File: src/rtl/pulse_period_meter_if.sv
// pulse_period_meter_if -- signal bundle between a pulse period meter and its user.
//   sig_in       : square-wave input, asynchronous to the meter clock
//   period_out   : last measured rise-to-rise period, in clock cycles
//   high_out     : last measured rise-to-fall high time, in clock cycles
//   period_valid : one-cycle strobe when period_out/high_out update
//   locked       : period has repeated enough times to be considered stable
//   timeout      : no rising edge seen within the timeout window
// Modports: master drives sig_in and observes the results; slave is the meter.
interface pulse_period_meter_if;
   logic        sig_in;
   logic [31:0] period_out;
   logic [31:0] high_out;
   logic        period_valid;
   logic        locked;
   logic        timeout;

   modport master (
      output sig_in,
      input  period_out, high_out, period_valid, locked, timeout
   );

   modport slave (
      input  sig_in,
      output period_out, high_out, period_valid, locked, timeout
   );
endinterface

File: src/rtl/pulse_period_meter.sv
// pulse_period_meter -- measures the period and high time of a slow square
// wave that is asynchronous to clk, and flags a stable period or a stalled input.
//   clk     : sole clock, rising edge
//   reset_n : asynchronous active-low reset
//   meter   : pulse_period_meter_if.slave
//             sig_in in; period_out, high_out, period_valid, locked, timeout out
// Parameters:
//   MAX_PERIOD : cycles without a rising edge before timeout (2..2^32-1)
//   LOCK_COUNT : consecutive equal periods needed to assert locked (1..15)
// Latency: a sig_in edge captured by the first synchronizer flop at edge k
// is acted on by the FSM at edge k+2, so period_valid is seen at edge k+3.
module pulse_period_meter #(
   parameter logic [31:0] MAX_PERIOD = 32'd1000000,
   parameter logic [3:0]  LOCK_COUNT = 4'd3
) (
   input logic                 clk,
   input logic                 reset_n,
   pulse_period_meter_if.slave meter
);

   typedef enum logic [1:0] {
      IDLE    = 2'd0,
      MEASURE = 2'd1,
      TOUT    = 2'd2
   } state_e;

   // Synchronizer and edge detector.
   logic sync1_q;
   logic sync2_q;
   logic prev_q;
   logic rise;
   logic fall;

   // Measurement FSM.
   state_e      state_q;
   logic [31:0] cnt_q;
   logic [31:0] high_cnt_q;
   logic        fall_seen_q;   // first fall of this period already captured
   logic        have_prev_q;   // period_q holds a comparable earlier period
   logic [3:0]  match_q;
   logic [3:0]  match_d;

   // Registered outputs.
   logic [31:0] period_q;
   logic [31:0] high_q;
   logic        valid_q;
   logic        locked_q;
   logic        timeout_q;

   always_ff @(posedge clk or negedge reset_n) begin
      if (!reset_n) begin
         sync1_q <= 1'b0;
         sync2_q <= 1'b0;
         prev_q  <= 1'b0;
      end else begin
         // NOTE: non-blocking assignments make these three flops a true shift
         // chain; blocking ones would collapse it into a single flop.
         sync1_q <= meter.sig_in;
         sync2_q <= sync1_q;
         prev_q  <= sync2_q;
      end
   end

   assign rise = sync2_q & ~prev_q;
   assign fall = ~sync2_q & prev_q;

   // Match count the next publish would produce; period_q still holds the
   // previously published period when this is consumed.
   always_comb begin
      // NOTE: default assignment first, so no path leaves match_d unassigned
      // and no latch is inferred.
      match_d = 4'd0;
      if (have_prev_q && (cnt_q == period_q)) begin
         match_d = (match_q == 4'hF) ? 4'hF : match_q + 4'd1;
      end
   end

   always_ff @(posedge clk or negedge reset_n) begin
      if (!reset_n) begin
         state_q     <= IDLE;
         cnt_q       <= 32'd0;
         high_cnt_q  <= 32'd0;
         fall_seen_q <= 1'b0;
         have_prev_q <= 1'b0;
         match_q     <= 4'd0;
         period_q    <= 32'd0;
         high_q      <= 32'd0;
         valid_q     <= 1'b0;
         locked_q    <= 1'b0;
         timeout_q   <= 1'b0;
      end else begin
         valid_q <= 1'b0;
         case (state_q)
            IDLE: begin
               // A fall here has no rise to pair with and is ignored.
               if (rise) begin
                  state_q     <= MEASURE;
                  cnt_q       <= 32'd1;
                  high_cnt_q  <= 32'd0;
                  fall_seen_q <= 1'b0;
               end
            end

            MEASURE: begin
               // A rise wins over the timeout check, so a period of exactly
               // MAX_PERIOD is still published.
               if (rise) begin
                  period_q    <= cnt_q;
                  high_q      <= high_cnt_q;
                  valid_q     <= 1'b1;
                  match_q     <= match_d;
                  locked_q    <= (match_d >= (LOCK_COUNT - 4'd1));
                  have_prev_q <= 1'b1;
                  cnt_q       <= 32'd1;
                  high_cnt_q  <= 32'd0;
                  fall_seen_q <= 1'b0;
               end else if (cnt_q == MAX_PERIOD) begin
                  // Stalled input: forget lock history, keep the last result.
                  state_q     <= TOUT;
                  timeout_q   <= 1'b1;
                  locked_q    <= 1'b0;
                  match_q     <= 4'd0;
                  have_prev_q <= 1'b0;
               end else begin
                  cnt_q <= cnt_q + 32'd1;
                  if (fall && !fall_seen_q) begin
                     high_cnt_q  <= cnt_q;
                     fall_seen_q <= 1'b1;
                  end
               end
            end

            TOUT: begin
               // cnt_q is frozen; the rise that ends the stall only restarts
               // measurement because there is no valid start point to pair it with.
               if (rise) begin
                  state_q     <= MEASURE;
                  timeout_q   <= 1'b0;
                  cnt_q       <= 32'd1;
                  high_cnt_q  <= 32'd0;
                  fall_seen_q <= 1'b0;
               end
            end

            default: begin
               state_q <= IDLE;
            end
         endcase
      end
   end

   assign meter.period_out   = period_q;
   assign meter.high_out     = high_q;
   assign meter.period_valid = valid_q;
   assign meter.locked       = locked_q;
   assign meter.timeout      = timeout_q;

endmodule
File: src/flat_wrapper.sv
// flat-port wrapper written by rule: the top's interface ports become plain ports
module pulse_period_meter_flat 
#(
   parameter logic [31:0] MAX_PERIOD = 32'd1000000,
   parameter logic [3:0]  LOCK_COUNT = 4'd3
)
  (clk, reset_n, meter_sig_in, meter_period_out, meter_high_out, meter_period_valid, meter_locked, meter_timeout);
  pulse_period_meter_if meter_i ();
  input logic clk;
  input logic reset_n;
  input wire logic [$bits(meter_i.sig_in)-1:0] meter_sig_in;
  output wire logic [$bits(meter_i.period_out)-1:0] meter_period_out;
  output wire logic [$bits(meter_i.high_out)-1:0] meter_high_out;
  output wire logic [$bits(meter_i.period_valid)-1:0] meter_period_valid;
  output wire logic [$bits(meter_i.locked)-1:0] meter_locked;
  output wire logic [$bits(meter_i.timeout)-1:0] meter_timeout;
  assign meter_i.sig_in = meter_sig_in;
  assign meter_period_out = meter_i.period_out;
  assign meter_high_out = meter_i.high_out;
  assign meter_period_valid = meter_i.period_valid;
  assign meter_locked = meter_i.locked;
  assign meter_timeout = meter_i.timeout;
  pulse_period_meter #(.MAX_PERIOD(MAX_PERIOD), .LOCK_COUNT(LOCK_COUNT)) u_core (.clk(clk), .reset_n(reset_n), .meter(meter_i));
endmodule
File: config.mk
export PLATFORM = sky130hd
export DESIGN_NAME = pulse_period_meter_flat
export DESIGN_NICKNAME = d
export VERILOG_FILES = /design/src/rtl/pulse_period_meter_if.sv /design/src/rtl/pulse_period_meter.sv /design/src/flat_wrapper.sv
export SDC_FILE = /design/constraint.sdc
export NUM_CORES = 1
export LEC_CHECK = 0
export CAP_MARGIN = 40
export CORE_MARGIN = 10
export CORE_UTILIZATION = 45
export DETAILED_ROUTE_END_ITERATION = 10
export GPL_ROUTABILITY_DRIVEN = 1
export PLACE_DENSITY = 0.66
export RECOVER_POWER = 100
export SYNTH_ARGS = -nofsm -noshare
export SYNTH_HDL_FRONTEND = slang
export SYNTH_SLANG_ARGS = --single-unit
File: constraint.sdc
create_clock -name clk -period 4.8 [get_ports clk]
set_input_delay 0.96 -clock clk [delete_from_list [all_inputs] [get_ports clk]]
set_output_delay 0.96 -clock clk [all_outputs]
set_load 0.03 [all_outputs]
==> results.txt <==
----------------------------------------------------
[CTS]
  Post-cts sizing count ... 0
  Cts hold-fix bufs ... 0
  Post-CTS setup buffer count ... 0
  Insertion delay of the later-clocked pin in the worst-skew pair ... 0.43 ns
  Number of CTS-inserted buffers ... 17
  Clock transition at the register clock pins on the worst setup and hold paths after CTS ... 0.06 ns
  CTS tree ... done
  Worst-case clock buffer depth ... 2
  Number of H-tree levels ... 4
  Master cell of the clock root buffer ... sky130_fd_sc_hd__clkbuf_16
  CTS sink cnt ... 142

[Global routing]
  Wire length of the first global-routing pass ... 26300 um
  Residual overflow from global routing ... 0
  Pin count of the biggest net entering global routing ... 76
  Tot GR Track Use ... 16.7%
  Number of antenna violations at the first check in global routing ... 0
  Via count of the first global-routing pass ... 4694

[Drt]
  Iteration count of the initial detailed-routing pass ... 5
  Detail-routed via count per cell ... 5.89
  Iteration-0 DRC count of the detailed router ... 461
  Drc violations ... 0
  Detailed-route wire length per cell ... 20.2 um
  Number of routed nets with antenna violations ... 0
  Via count of the routed design ... 4743
  Total detailed-routing wirelength ... 16200 um

[Timing]
  Relative max-transition margin ... -55.9%
  Min Clock Period, post-route ... 3.64 ns
  Accumulated negative setup slack ... 0 ns
  RSZ-0062 raised after global routing ... no
  Actual slew at the worst max-slew pin ... 2.34 ns
  Final critical-path share of the clock period ... 75.7%
  Final Hold Fails ... 0
  Number of pins exceeding their max-slew limit in the final report ... 110
  Achievable clock frequency ... 275 MHz
  Skew final ... 0.00836 ns
  Setup violation total in the final timing report ... 0

[Synthesis]
  Yosys synthesis warning count ... 0
  Post-synth ARST share ... 100%
  Number of distinct library cell variants in the gate-level netlist after synthesis ... 53
  Avg Synthesized Cell Area ... 11.5 um2
  Portion of the post-synthesis area used by sequential elements ... 54.4%
  Post-synth top area cell ... sky130_fd_sc_hd__dfrtp_1
  Main area contributors after synthesis ... sky130_fd_sc_hd__dfrtp_1 (54%), sky130_fd_sc_hd__mux2_2 (11%), sky130_fd_sc_hd__a22o_1 (4.4%)
  Number of synthesized register bits ... 142
  Total nets after synthesis ... 572
  Ys flop type ... sky130_fd_sc_hd__dfrtp_1
  Post-Synthesis Cell Area ... 0.00653 mm2
  Proportion of netlist area held by the largest area contributor ... 54.4%
  Number of enable-type register cells in the synthesized netlist ... 0
  Post-Synthesis Cells ... 566

[Die]
  Area of the die ... 0.0197 mm2
  Placeable core area ... 0.0140 mm2
  Floorplan die width ... 140 um
  # IOs ... 70
  Num rows ... 43
  Die height ... 140 um
  Effective utilization at floorplan ... 46.5%

[Finish]
  Filler cell count ... 1154
  Ant diodes ... 0
  Layout cells sized above 1 ... 16.6%
  Post-route non-filler standard cell count ... 805
  Net count, final ... 618
  Area growth, synth to finish ... 20.8%

[Power]
  Sequential share of power ... 42.8%
  Switching Power ... 0.874 mW
  Part of the total power dissipated in combinational logic ... 14.1%
  LEAKAGE ... 3.70 nW
  Clock Power Share ... 43.1%
  P_int ... 2.26 mW
  Maximum ir drop on the vdd rail ... 0.000300 V
  Share of total power consumed by net switching ... 27.9%
  PD cells ... 397 mW/mm2

[Worst setup path]
  R2R cell count ... 7
  Startpoint of the most critical register-to-register path ... u_core.state_q[0]
  Setup crit end kind ... flip-flop
  Worst EP required ... 5.16 ns
  FF-to-FF End ... u_core.high_cnt_q[14]
  Worst-path fanout max ... 24
  Worst setup SP type ... flip-flop
  Critical path type ... reg -> reg
  Worst EP arrival ... 3.99 ns
  Worst reg2reg setup slack ... 1.16 ns

[Placement]
  RD Place Congestion ... 0.903
  Detailed placer's ending HPWL ... 11200 um
  Count of input and output buffers ... 69
  Number of placed cells counting well taps ... 773

[Worst hold path]
  Terminating pin of the worst hold path ... u_core.sync2_q
  Worst hold path cell count ... 0
  Startpoint of the tightest hold check path ... u_core.sync1_q
  Type of the worst min-delay path ... reg -> reg

[Run status]
  Violations in the final reports ... max-capacitance violations, max-slew violations
  Status ... finished, violations left

[Flow run]
  Max Cap Violations ... 2

----------------------------------------------------
how the worst max path moves through the flow:
stage                      start                     to  depth (start not counted)  slack (ns)
6_report       u_core.state_q[0]  u_core.high_cnt_q[14]                          7        1.16
5_1_grt        u_core.state_q[0]   u_core.high_cnt_q[5]                          7        0.94
4_1_cts        u_core.state_q[0]  u_core.high_cnt_q[22]                          7        2.11
3_5_place_dp   u_core.state_q[0]  u_core.high_cnt_q[14]                          7        2.14
3_3_place_gp   u_core.state_q[0]  u_core.high_cnt_q[11]                          6        1.77
2_1_floorplan    u_core.cnt_q[1]   u_core.high_cnt_q[2]                         10        2.72
cell type report:
cell class | instances | area [um2] | share of cell area [%]
Clock buffer | 19 | 443 | 5.61
Inverter | 10 | 37.5 | 0.475
Sequential cell | 142 | 3550 | 45.0
Clock inverter | 13 | 164 | 2.08
Tap cell | 180 | 225 | 2.85
Timing Repair Buffer | 79 | 793 | 10.0
Multi-Input combinational cell | 362 | 2680 | 33.9
critical path, cell delays in order, from the launching register on:
cell and delay [ns]:
sky130_fd_sc_hd__dfrtp_1 0.49, sky130_fd_sc_hd__nor2b_1 0.29, sky130_fd_sc_hd__nor2_1 0.14, sky130_fd_sc_hd__clkbuf_1 0.80, sky130_fd_sc_hd__nor2_1 0.35, sky130_fd_sc_hd__a21oi_1 1.08, sky130_fd_sc_hd__buf_16 0.25, sky130_fd_sc_hd__a22o_1 0.15
cells in the mapped netlist, types with 9 or more instances:
library cell,instances
sky130_fd_sc_hd__a21oi_1,19
sky130_fd_sc_hd__a22o_1,33
sky130_fd_sc_hd__and3_1,9
sky130_fd_sc_hd__buf_2,20
sky130_fd_sc_hd__clkbuf_1,23
sky130_fd_sc_hd__dfrtp_1,142
sky130_fd_sc_hd__inv_1,10
sky130_fd_sc_hd__mux2_2,63
sky130_fd_sc_hd__nand2_1,29
sky130_fd_sc_hd__nand3_1,14
sky130_fd_sc_hd__nand4_1,14
sky130_fd_sc_hd__nor2_1,22
sky130_fd_sc_hd__o21ai_0,22
sky130_fd_sc_hd__xnor2_1,32
logic make-up (layout without fill, tap and decap cells):
group,Yosys count,after routing,share of synthesized area (%)
compound gates,120,120,13.2
xor+xnor,34,34,4.56
fa+ha+maj,3,3,0.575
buf+inv,62,121,4.35
flops,142,142,54.4
mux,64,64,11.0
simple gates,141,141,11.9
stage by stage:
stage / hold slack, ns / utilization (%) / cell area [um2] / worst slack [ns] / total power [mW]
4_1_cts: 0.352 / 56.6 / 7950 / 2.11 / 3.18
3_5_place_dp: 0.339 / 52.3 / 7350 / 2.14 / 1.83
2_1_floorplan: 0.331 / - / 6530 / 2.72 / 1.63
5_1_grt: 0.356 / 56.2 / 7900 / 0.941 / 3.26
6_report: 0.351 / 56.2 / 7900 / 1.16 / 3.14
3_3_place_gp: 0.336 / 51.7 / 7260 / 1.77 / 1.80
registers in the layout, summed over array words and instances, names as in the netlist, 2 cells and up:
signal                   cells
u_core.match_q               4
u_core.meter.period_out     32
u_core.meter.high_out       32
u_core.state_q               2
u_core.cnt_q                32
u_core.high_cnt_q           32
power by group through the flow:
stage / logic, mW / clock network (mW) / registers (mW)
finish: 0.442 / 1.35 / 1.34
global route: 0.484 / 1.42 / 1.36
CTS: 0.462 / 1.37 / 1.35
detailed placement: 0.460 / 0 / 1.37
global placement: 0.439 / 0 / 1.36
floorplan: 0.261 / 0 / 1.37
cell usage in the layout (no fill, tap or decap), types with 5 or more instances in the layout:
master                          count
sky130_fd_sc_hd__nand3_1           14
sky130_fd_sc_hd__clkbuf_16         17
sky130_fd_sc_hd__nor3_1             7
sky130_fd_sc_hd__nor2_1            22
sky130_fd_sc_hd__o21ai_0           22
sky130_fd_sc_hd__dfrtp_1          142
sky130_fd_sc_hd__xnor2_1           32
sky130_fd_sc_hd__clkinvlp_4         5
sky130_fd_sc_hd__mux2_2            63
sky130_fd_sc_hd__nor4_1             9
sky130_fd_sc_hd__a21oi_1           20
sky130_fd_sc_hd__nand2b_1           6
sky130_fd_sc_hd__and3_1             9
sky130_fd_sc_hd__nand4_1           14
sky130_fd_sc_hd__dlygate4sd3_1     68
sky130_fd_sc_hd__nand2_1           29
sky130_fd_sc_hd__o31ai_1            7
sky130_fd_sc_hd__inv_1             10
sky130_fd_sc_hd__a31oi_1            8
sky130_fd_sc_hd__a22o_1            33
sky130_fd_sc_hd__or3_1              6
metal layers:
| metal | track usage [%] | wire length [um] | vias to the layer above | part of all wire (%) |
|---|---|---|---|---|
| li1 | - | - | 2183 | - |
| met1 | 21.8 | 7210 | 2390 | 44 |
| met2 | 24.9 | 7530 | 147 | 46 |
| met3 | 5.81 | 1150 | 23 | 7.1 |
| met4 | 6.58 | 340 | 0 | 2.1 |
| met5 | 0 | 0 | - | 0 |
(Power assumes the default switching activity.)
